`src/rtl/bit_enum_pkg.sv`:
```
// Shared definitions for the set-bit enumerator slice.
// Latency: n/a (types and constants only).
// Backpressure: n/a.
//
// Contents:
//   state_t    - enumerator FSM states (ST_IDLE, ST_EMIT)
//   DEF_WIDTH  - default mask width
//   DEF_IDX_W  - default index width (one extra MSB so all-ones means "no bit")
//   IDX_NONE   - the encoder's "no bit" code (-1) at the default index width
package bit_enum_pkg;

    localparam int DEF_WIDTH = 8;
    localparam int DEF_IDX_W = $clog2(DEF_WIDTH) + 1;

    // All-ones at the index width reads as -1 in two's complement. The extra
    // MSB of the index guarantees this never collides with a real bit index.
    localparam logic [DEF_IDX_W-1:0] IDX_NONE = '1;

    typedef enum logic {
        ST_IDLE = 1'b0,
        ST_EMIT = 1'b1
    } state_t;

endpackage : bit_enum_pkg

```
`src/rtl/bit_enum_msb_scan.sv`:
```
// Combinational priority encoder: index of the highest set bit, or all-ones if none.
// Latency: 0 cycles (pure combinational).
// Backpressure: none; no handshake.
//
// Ports:
//   mask - WIDTH-bit vector to scan
//   idx  - IDX_W-bit index of the selected set bit, all-ones (-1) for an empty mask
//
// Build option BIT_ENUM_LSB_FIRST_EN: the input is bit-reversed before the
// scan and the found position is mirrored back, so the same encoder picks
// the lowest set bit instead.
module msb_scan
    import bit_enum_pkg::*;
#(
    parameter int WIDTH = DEF_WIDTH,
    parameter int IDX_W = $clog2(WIDTH) + 1
) (
    input  logic [WIDTH-1:0] mask,
    output logic [IDX_W-1:0] idx
);

    logic [WIDTH-1:0] scan_vec;
    logic [IDX_W-1:0] pos;
    logic             hit;

`ifdef BIT_ENUM_LSB_FIRST_EN
    always_comb begin
        scan_vec = '0;
        for (int i = 0; i < WIDTH; i++) begin
            scan_vec[i] = mask[WIDTH-1-i];
        end
    end
`else
    assign scan_vec = mask;
`endif

    // Ascending loop: the last assignment wins, so pos ends on the highest
    // set bit of scan_vec.
    always_comb begin
        pos = '0;
        hit = 1'b0;
        for (int i = 0; i < WIDTH; i++) begin
            if (scan_vec[i]) begin
                pos = IDX_W'(i);
                hit = 1'b1;
            end
        end
    end

`ifdef BIT_ENUM_LSB_FIRST_EN
    // Highest bit of the reversed vector is the lowest bit of the original.
    assign idx = hit ? (IDX_W'(WIDTH - 1) - pos) : '1;
`else
    assign idx = hit ? pos : '1;
`endif

endmodule : msb_scan

```
`src/rtl/bit_enum.sv`:
```
// Set-bit enumerator: takes a mask, then streams each set-bit index one per beat.
// Latency: first beat the cycle after the mask is accepted; one beat per cycle after that.
// Backpressure: out_ready=0 freezes the current beat; in_ready is low until the mask is drained.
//
// Ports:
//   clk, rst   - rising-edge clock, synchronous active-high reset
//   in_valid   - mask offered           in_ready  - block is idle and can take a mask
//   in_mask    - mask to enumerate (sampled only on an accepted handshake)
//   out_valid  - beat present           out_ready - consumer takes the beat
//   out_idx    - set-bit index, all-ones (-1) for an empty mask
//   out_last   - final beat of the current mask
//   out_cnt    - zero-based beat number within the current mask
//
// Build option BIT_ENUM_LSB_FIRST_EN: enumerate lowest set bit first instead
// of highest first. Empty-mask behaviour is identical in both orders.
module bit_enum
    import bit_enum_pkg::*;
#(
    parameter int WIDTH = DEF_WIDTH,
    parameter int IDX_W = $clog2(WIDTH) + 1
) (
    input  logic             clk,
    input  logic             rst,
    input  logic             in_valid,
    output logic             in_ready,
    input  logic [WIDTH-1:0] in_mask,
    output logic             out_valid,
    input  logic             out_ready,
    output logic [IDX_W-1:0] out_idx,
    output logic             out_last,
    output logic [IDX_W-1:0] out_cnt
);

    state_t           state, state_nxt;
    logic [WIDTH-1:0] mask_r, mask_nxt;
    logic [IDX_W-1:0] cnt, cnt_nxt;

    logic [IDX_W-1:0] scan_idx;
    logic             mask_empty;
    logic             last_bit;
    logic [WIDTH-1:0] clr_bit;

    msb_scan #(
        .WIDTH (WIDTH),
        .IDX_W (IDX_W)
    ) u_scan (
        .mask (mask_r),
        .idx  (scan_idx)
    );

    assign mask_empty = (mask_r == '0);

    // At most one bit set: clearing the lowest set bit leaves nothing.
    // Also true for the empty mask, which therefore emits a single last beat.
    assign last_bit = ((mask_r & (mask_r - WIDTH'(1))) == '0);

    // One-hot of the bit being emitted. The low index bits are all that is
    // needed; the MSB is only ever set for the "no bit" code, which clears nothing.
    assign clr_bit = mask_empty ? '0 : (WIDTH'(1) << scan_idx[IDX_W-2:0]);

    always_ff @(posedge clk) begin
        if (rst) begin
            state  <= ST_IDLE;
            mask_r <= '0;
            cnt    <= '0;
        end else begin
            state  <= state_nxt;
            mask_r <= mask_nxt;
            cnt    <= cnt_nxt;
        end
    end

    always_comb begin
        state_nxt = state;
        mask_nxt  = mask_r;
        cnt_nxt   = cnt;
        in_ready  = 1'b0;
        out_valid = 1'b0;
        case (state)
            ST_IDLE: begin
                in_ready = 1'b1;
                if (in_valid) begin
                    mask_nxt  = in_mask;
                    cnt_nxt   = '0;
                    state_nxt = ST_EMIT;
                end
            end
            ST_EMIT: begin
                out_valid = 1'b1;
                if (out_ready) begin
                    mask_nxt = mask_r & ~clr_bit;
                    cnt_nxt  = cnt + IDX_W'(1);
                    if (last_bit) begin
                        state_nxt = ST_IDLE;
                    end
                end
            end
            default: begin
                state_nxt = ST_IDLE;
            end
        endcase
    end

    // Beat fields come purely from registered state. They are forced to zero
    // outside EMIT so the idle/reset view is all-zero rather than showing the
    // "no bit" code of a cleared mask.
    assign out_idx  = out_valid ? scan_idx : '0;
    assign out_last = out_valid & last_bit;
    assign out_cnt  = out_valid ? cnt : '0;

endmodule : bit_enum

```
`config.mk`:
```
export PLATFORM = sky130hd
export DESIGN_NAME = bit_enum
export DESIGN_NICKNAME = d
export VERILOG_FILES = /design/src/rtl/bit_enum_pkg.sv /design/src/rtl/bit_enum_msb_scan.sv /design/src/rtl/bit_enum.sv
export SDC_FILE = /design/constraint.sdc
export NUM_CORES = 1
export LEC_CHECK = 0
export CAP_MARGIN = 20
export CORE_MARGIN = 5
export CORE_UTILIZATION = 46
export CTS_CLUSTER_SIZE = 25
export DETAILED_ROUTE_END_ITERATION = 10
export PLACE_DENSITY = 0.79
export RECOVER_POWER = 25
export SKIP_LAST_GASP = 1
export SLEW_MARGIN = 20
export SYNTH_ARGS = -nofsm -noshare
export SYNTH_HDL_FRONTEND = slang
export SYNTH_SLANG_ARGS = --single-unit
```
`constraint.sdc`:
```
create_clock -name clk -period 3 [get_ports clk]
set_input_delay 0.9 -clock clk [delete_from_list [all_inputs] [get_ports clk]]
set_output_delay 0.9 -clock clk [all_outputs]
set_load 0.01 [all_outputs]
```
# Yosys cells after proc, flatten, opt, wreduce, memory -nomap -nowiden
# Cells that the tools add are included.
# W data, S select, Z words.
dict set report classes {
  add_sub_neg 2
  mul 0
  div_mod_pow 0
  order_cmp 0
  n_eq_ne 2
  shift 1
  muxes 31
  bitwise_logic 5
  reduce_logical 3
}
# cell n
set ops {}
lappend ops {{$mux W8} 3}
lappend ops {{$mux W4} 5}
lappend ops {{$and A8 B8 Y8} 2}
lappend ops {{$logic_not A8 Y1} 2}
lappend ops {{$pmux W8 S2} 1}
lappend ops {{$mux W1} 14}
lappend ops {{$mux W3} 4}
lappend ops {{$not A8 Y8} 1}
lappend ops {{$pmux W4 S2} 1}
lappend ops {{$shl A1 B3 Y8 const A} 1}
lappend ops {{$sub A8 B1 Y8 const B} 1}
lappend ops {{$add A4 B1 Y4 const B} 1}
lappend ops {{$mux W2} 2}
lappend ops {{$ne A2 B2 Y1 const B} 2}
lappend ops {{$pmux W1 S2} 1}
lappend ops {{$reduce_and A2 Y1} 1}
lappend ops {{$and A1 B1 Y1} 1}
lappend ops {{$not A1 Y1} 1}
dict set report word_totals {
  reg_bits 13
  latch_bits 0
  mem_bits_rw 0
  mem_bits_ro 0
  word_cells 47
  mem_count 0
}

# Depth between registers and ports, before layout
dict set report logic_depth {
  ltp_word 15
  ltp_mapped 5
  ltp_nobuf 4
}

# Hierarchy
# Synthesis repeated with hierarchy kept, for this count alone.
dict set report unflattened {
  cells_unflattened 102
  area_unflattened_um2 772.0
}
# mod instances cells_each area_each_um2
set modules_own_cells {}
lappend modules_own_cells {bit_enum 1 87 695.7}
lappend modules_own_cells {msb_scan 1 15 76.3}

# Worst setup path before layout
# Ideal clock, no wire load.
dict set report synth_path {
  path_kind {register to output}
  from {register mask_r[7]}
  to {output out_last}
  t_arrival_ns 1.663
  t_required_ns 2.100
  path_slack_ns 0.437
  path_stages_with_launch 6
  path_buffers 1
  cell_sequence {dfxtp_1 buf_6 or4_4 or4_4 o211ai_2 and3_1}
}
dict set report synth_via {
  elab_chain_cells 4
}
# item line_no
set synth_rtl {}
lappend synth_rtl {{start, declared} bit_enum.sv:35} ;# logic [WIDTH-1:0] mask_r, mask_nxt;
lappend synth_rtl {{start signal, assigned} bit_enum.sv:68} ;# mask_r <= mask_nxt;
lappend synth_rtl {{$sub A8 B1 Y8} bit_enum.sv:55} ;# assign last_bit = ((mask_r & (mask_r - WIDTH'(1))) == '0);
lappend synth_rtl {{$and A8 B8 Y8 *} bit_enum.sv:55}
lappend synth_rtl {{$logic_not A8 Y1 *} bit_enum.sv:55}
lappend synth_rtl {{$and A1 B1 Y1 *} bit_enum.sv:108} ;# assign out_last = out_valid & last_bit;
lappend synth_rtl {{end, declared} bit_enum.sv:30} ;# output logic out_last,
# Mark *: on every way between the ends. The rest lies on a longest branch, timed or not.

# Worst setup path in the final report
dict set report layout_path {
  from {register mask_r[1]}
  to {output out_idx[0]}
}
dict set report layout_via {
  elab_chain_cells 9
  elab_cells_between_ends 16
  cone_classes {mux (16)}
}
# item line_no
set layout_rtl {}
lappend layout_rtl {{$mux W1} bit_enum_msb_scan.sv:43} ;# if (scan_vec[i]) begin
lappend layout_rtl {{$mux W2 or $mux W1 (tied branches) (2 in a row)} bit_enum_msb_scan.sv:43}
lappend layout_rtl {{$mux W3 or $mux W1 (tied branches) (4 in a row)} bit_enum_msb_scan.sv:43}
lappend layout_rtl {{$mux W4 *} bit_enum_msb_scan.sv:54} ;# assign idx = hit ? pos : '1;
lappend layout_rtl {{$mux W4 *} bit_enum.sv:107} ;# assign out_idx = out_valid ? scan_idx : '0;
lappend layout_rtl {{end, declared} bit_enum.sv:29} ;# output logic [IDX_W-1:0] out_idx,
# Marked as above.

==> results.json <==
{
  "status": "finished, final reports clean",
  "ant_nets": 0,
  "ys_top_cells_by_area": "dfxtp_1 31%, a311oi_1 8.4%, mux2i_1 7.2%",
  "drc": 0,
  "slowest_delay_ns": 0.54,
  "yosysSeqAreaShare_pct": 31.2,
  "worst_setup_path_end_kind": "primary output",
  "final_core_util_pct": 64.9,
  "drv_cap": 0,
  "power.leakage_nw": 0.427,
  "p_per_area_nw_per_um2": 413,
  "wl_per_cell_um": 14.5,
  "drive_above_1_share_pct": 14.1,
  "cts.sinks": 13,
  "dr.pass1.iters": 4,
  "path_buf_inv": 2,
  "crit_slowest_cell": "clkdlybuf4s50_1",
  "synthMostInstantiatedCell": "nor2_1",
  "rsz0062_at_grt": "yes",
  "vias": 872,
  "slew_headroom_pct": 63.4,
  "layout_setup_ws_ns": 0.0956,
  "max-vdd-ir-drop_uv": 366,
  "nets": 142,
  "ys_types": 32,
  "gp_congestion": 0.850,
  "finalHoldViolCount": 0,
  "cp-start-kind": "flop",
  "finalCritPeriodShare_pct": 96.8,
  "worst_ep_arrival_time_ns": 2.00,
  "synth_top_family_by_area": "compound AO/OA/AOI/OAI gates",
  "pin_count": 23,
  "antennaDiodeCount": 0,
  "worstPathCellList": "inv_1 > a21o_1 > a221o_1 > nor2_1 > clkdlybuf4s50_1",
  "setup_violations": 0,
  "cp.required_ns": 2.10,
  "synthFlopType": "dfxtp_1",
  "syn-mean-instance-area_um2": 8.35,
  "coreArea_um2": 1730,
  "via_per_inst": 5.70,
  "num-fill-cells": 157,
  "synthTopCellsByCount": "15 x nor2_1, 13 x dfxtp_1, 8 x a311oi_1, 8 x o21ai_0",
  "antenna_found_initial": 0,
  "die_area_um2": 2770,
  "cts_hold_buf": 0,
  "grt_pass1_vias": 829,
  "yosys_warnings": 0,
  "die_w_um": 52.6,
  "synth_compound_area_share_pct": 28.5,
  "initial_core_util_pct": 48.3,
  "cts_root_buf": "clkbuf_4",
  "ys_async_sr_fraction_pct": 0,
  "fmax_mhz": 344,
  "synthAdderAreaFrac_pct": 1.50,
  "synth-xor-area-share_pct": 0,
  "path_class": "reg -> out",
  "synth-seq-cells": 13,
  "path_max_fanout": 5,
  "tightest_slew_ns": 0.548,
  "grt_usage_pct": 18.3,
  "clock_latency_ns": 0.28,
  "syn-num-nets": 113,
  "clkTransAtPathRegs_ns": 0.09,
  "wl_mm": 2.23,
  "synth-edff-count": 0,
  "drv_slew": 0,
  "portBuffers": 22,
  "dp_hpwl_mm": 1.69,
  "layout-area-overhead-vs-synth_pct": 34.2,
  "power_w": 0.000462,
  "grt_pass1_wl_mm": 3.74,
  "cts.path.max_buffers": 2,
  "fin_hold_ws_ns": 0.559,
  "synth.area.mux_share_pct": 8.55,
  "cts_tree": "done",
  "numCtsBuffers": 3,
  "min-delay-path-class": "reg -> reg",
  "drtIter0Drc": 41,
  "synth_top_area_share_pct": 31.2,
  "gr-total-overflow": 0,
  "pre_cts_ws_ns": 0.0639,
  "htree_levels": 1,
  "period_minus_slack_ns": 2.90,
  "die_y_um": 52.6,
  "postSynthCellCount": 100,
  "fin_skew_ns": 0.00320,
  "post-cts-setup-buffers": 0,
  "yosys.area.top_type": "dfxtp_1",
  "synth_simple_gate_area_share_pct": 23.8,
  "core.rowCount": 15,
  "grt_max_degree": 16,
  "synthesis.area_um2": 835,
  "crit_family": "buffers and inverters"
}
[registers in the layout, indices dropped and copies added (netlist names)]
name,count
cnt,4
state,1
mask_r,8
[cell families (layout without fill, tap and decap cells)]
kind of cell | count (synthesis) | count (layout)
AOI/OAI and AO/OA | 34 | 34
and+or+nand+nor | 37 | 37
DFF | 13 | 13
adders and majority gates | 1 | 1
muxes | 7 | 7
buffers and inverters | 8 | 36
[worst min-delay path: cells and delay by family (launching register included)]
kind,cells,cell delay (ns)
and+or+nand+nor,1,0.03
muxes,1,0.15
DFF,1,0.35
[per-layer routing]
layer,routed length (µm),GRT usage (%),vias up
met2,1050,27.7,35
met1,963,24.8,393
met5,0,0,-
met4,12,3.40,0
met3,198,6.84,2
li1,-,-,442
[power by group]
part	switching (W)	internal, W
sequential	0.00000948	0.000182
clock	0.0000624	0.0000495
combinational	0.0000804	0.0000785
[final timing paths]
| check | to | start | slack (ns) | cells after the start |
|---|---|---|---|---|
| min reg2reg | cnt[3] | cnt[3] | 0.56 | 2 |
| max | out_idx[0] | mask_r[1] | 0.1 | 5 |
| max reg2reg | mask_r[1] | mask_r[4] | 1.37 | 4 |
| min | cnt[3] | cnt[3] | 0.56 | 2 |
[through the flow]
| step | area [µm²] | instances | TNS [ns] |
|---|---|---|---|
| floorplan | 835 | 100 | 0 |
| global placement | 1100 | 149 | 0 |
| detailed placement | 1100 | 149 | 0 |
| CTS | 1120 | 153 | 0 |
| global route | 1120 | 153 | -0.00998 |
| finish | 1120 | 153 | 0 |
[placed cells by master (no fill, tap or decap), types with 2 or more instances in the layout]
master | Yosys | layout
clkbuf_4 | 0 | 3
nor3_1 | 4 | 4
o21a_1 | 3 | 3
dfxtp_1 | 13 | 13
a21oi_1 | 6 | 6
mux2i_1 | 6 | 6
a22oi_1 | 2 | 2
a311oi_1 | 8 | 8
nand2_1 | 3 | 3
and2_1 | 6 | 6
clkdlybuf4s50_1 | 0 | 17
buf_4 | 0 | 7
dlygate4sd3_1 | 0 | 3
inv_1 | 3 | 3
o21ai_0 | 8 | 8
nor2_1 | 15 | 14
or4_4 | 2 | 2
[final cells by class]
cell class / count / area (µm²) / share of cell area [%]
clock buffers: 3 / 22.5 / 2.01
clock inverters: 1 / 5.00 / 0.447
inverters: 3 / 11.3 / 1.01
multi-input cells: 79 / 523 / 46.7
flip-flops and latches: 13 / 260 / 23.2
well taps: 25 / 31.3 / 2.79
repair buffers: 29 / 267 / 23.8
[what timing repair did]
item                       CTS  global route
pin swaps                    0             0
gates resized for setup      2             3
setup endpoints to repair    2             2
No activity file was read; power rests on OpenSTA's default activity.
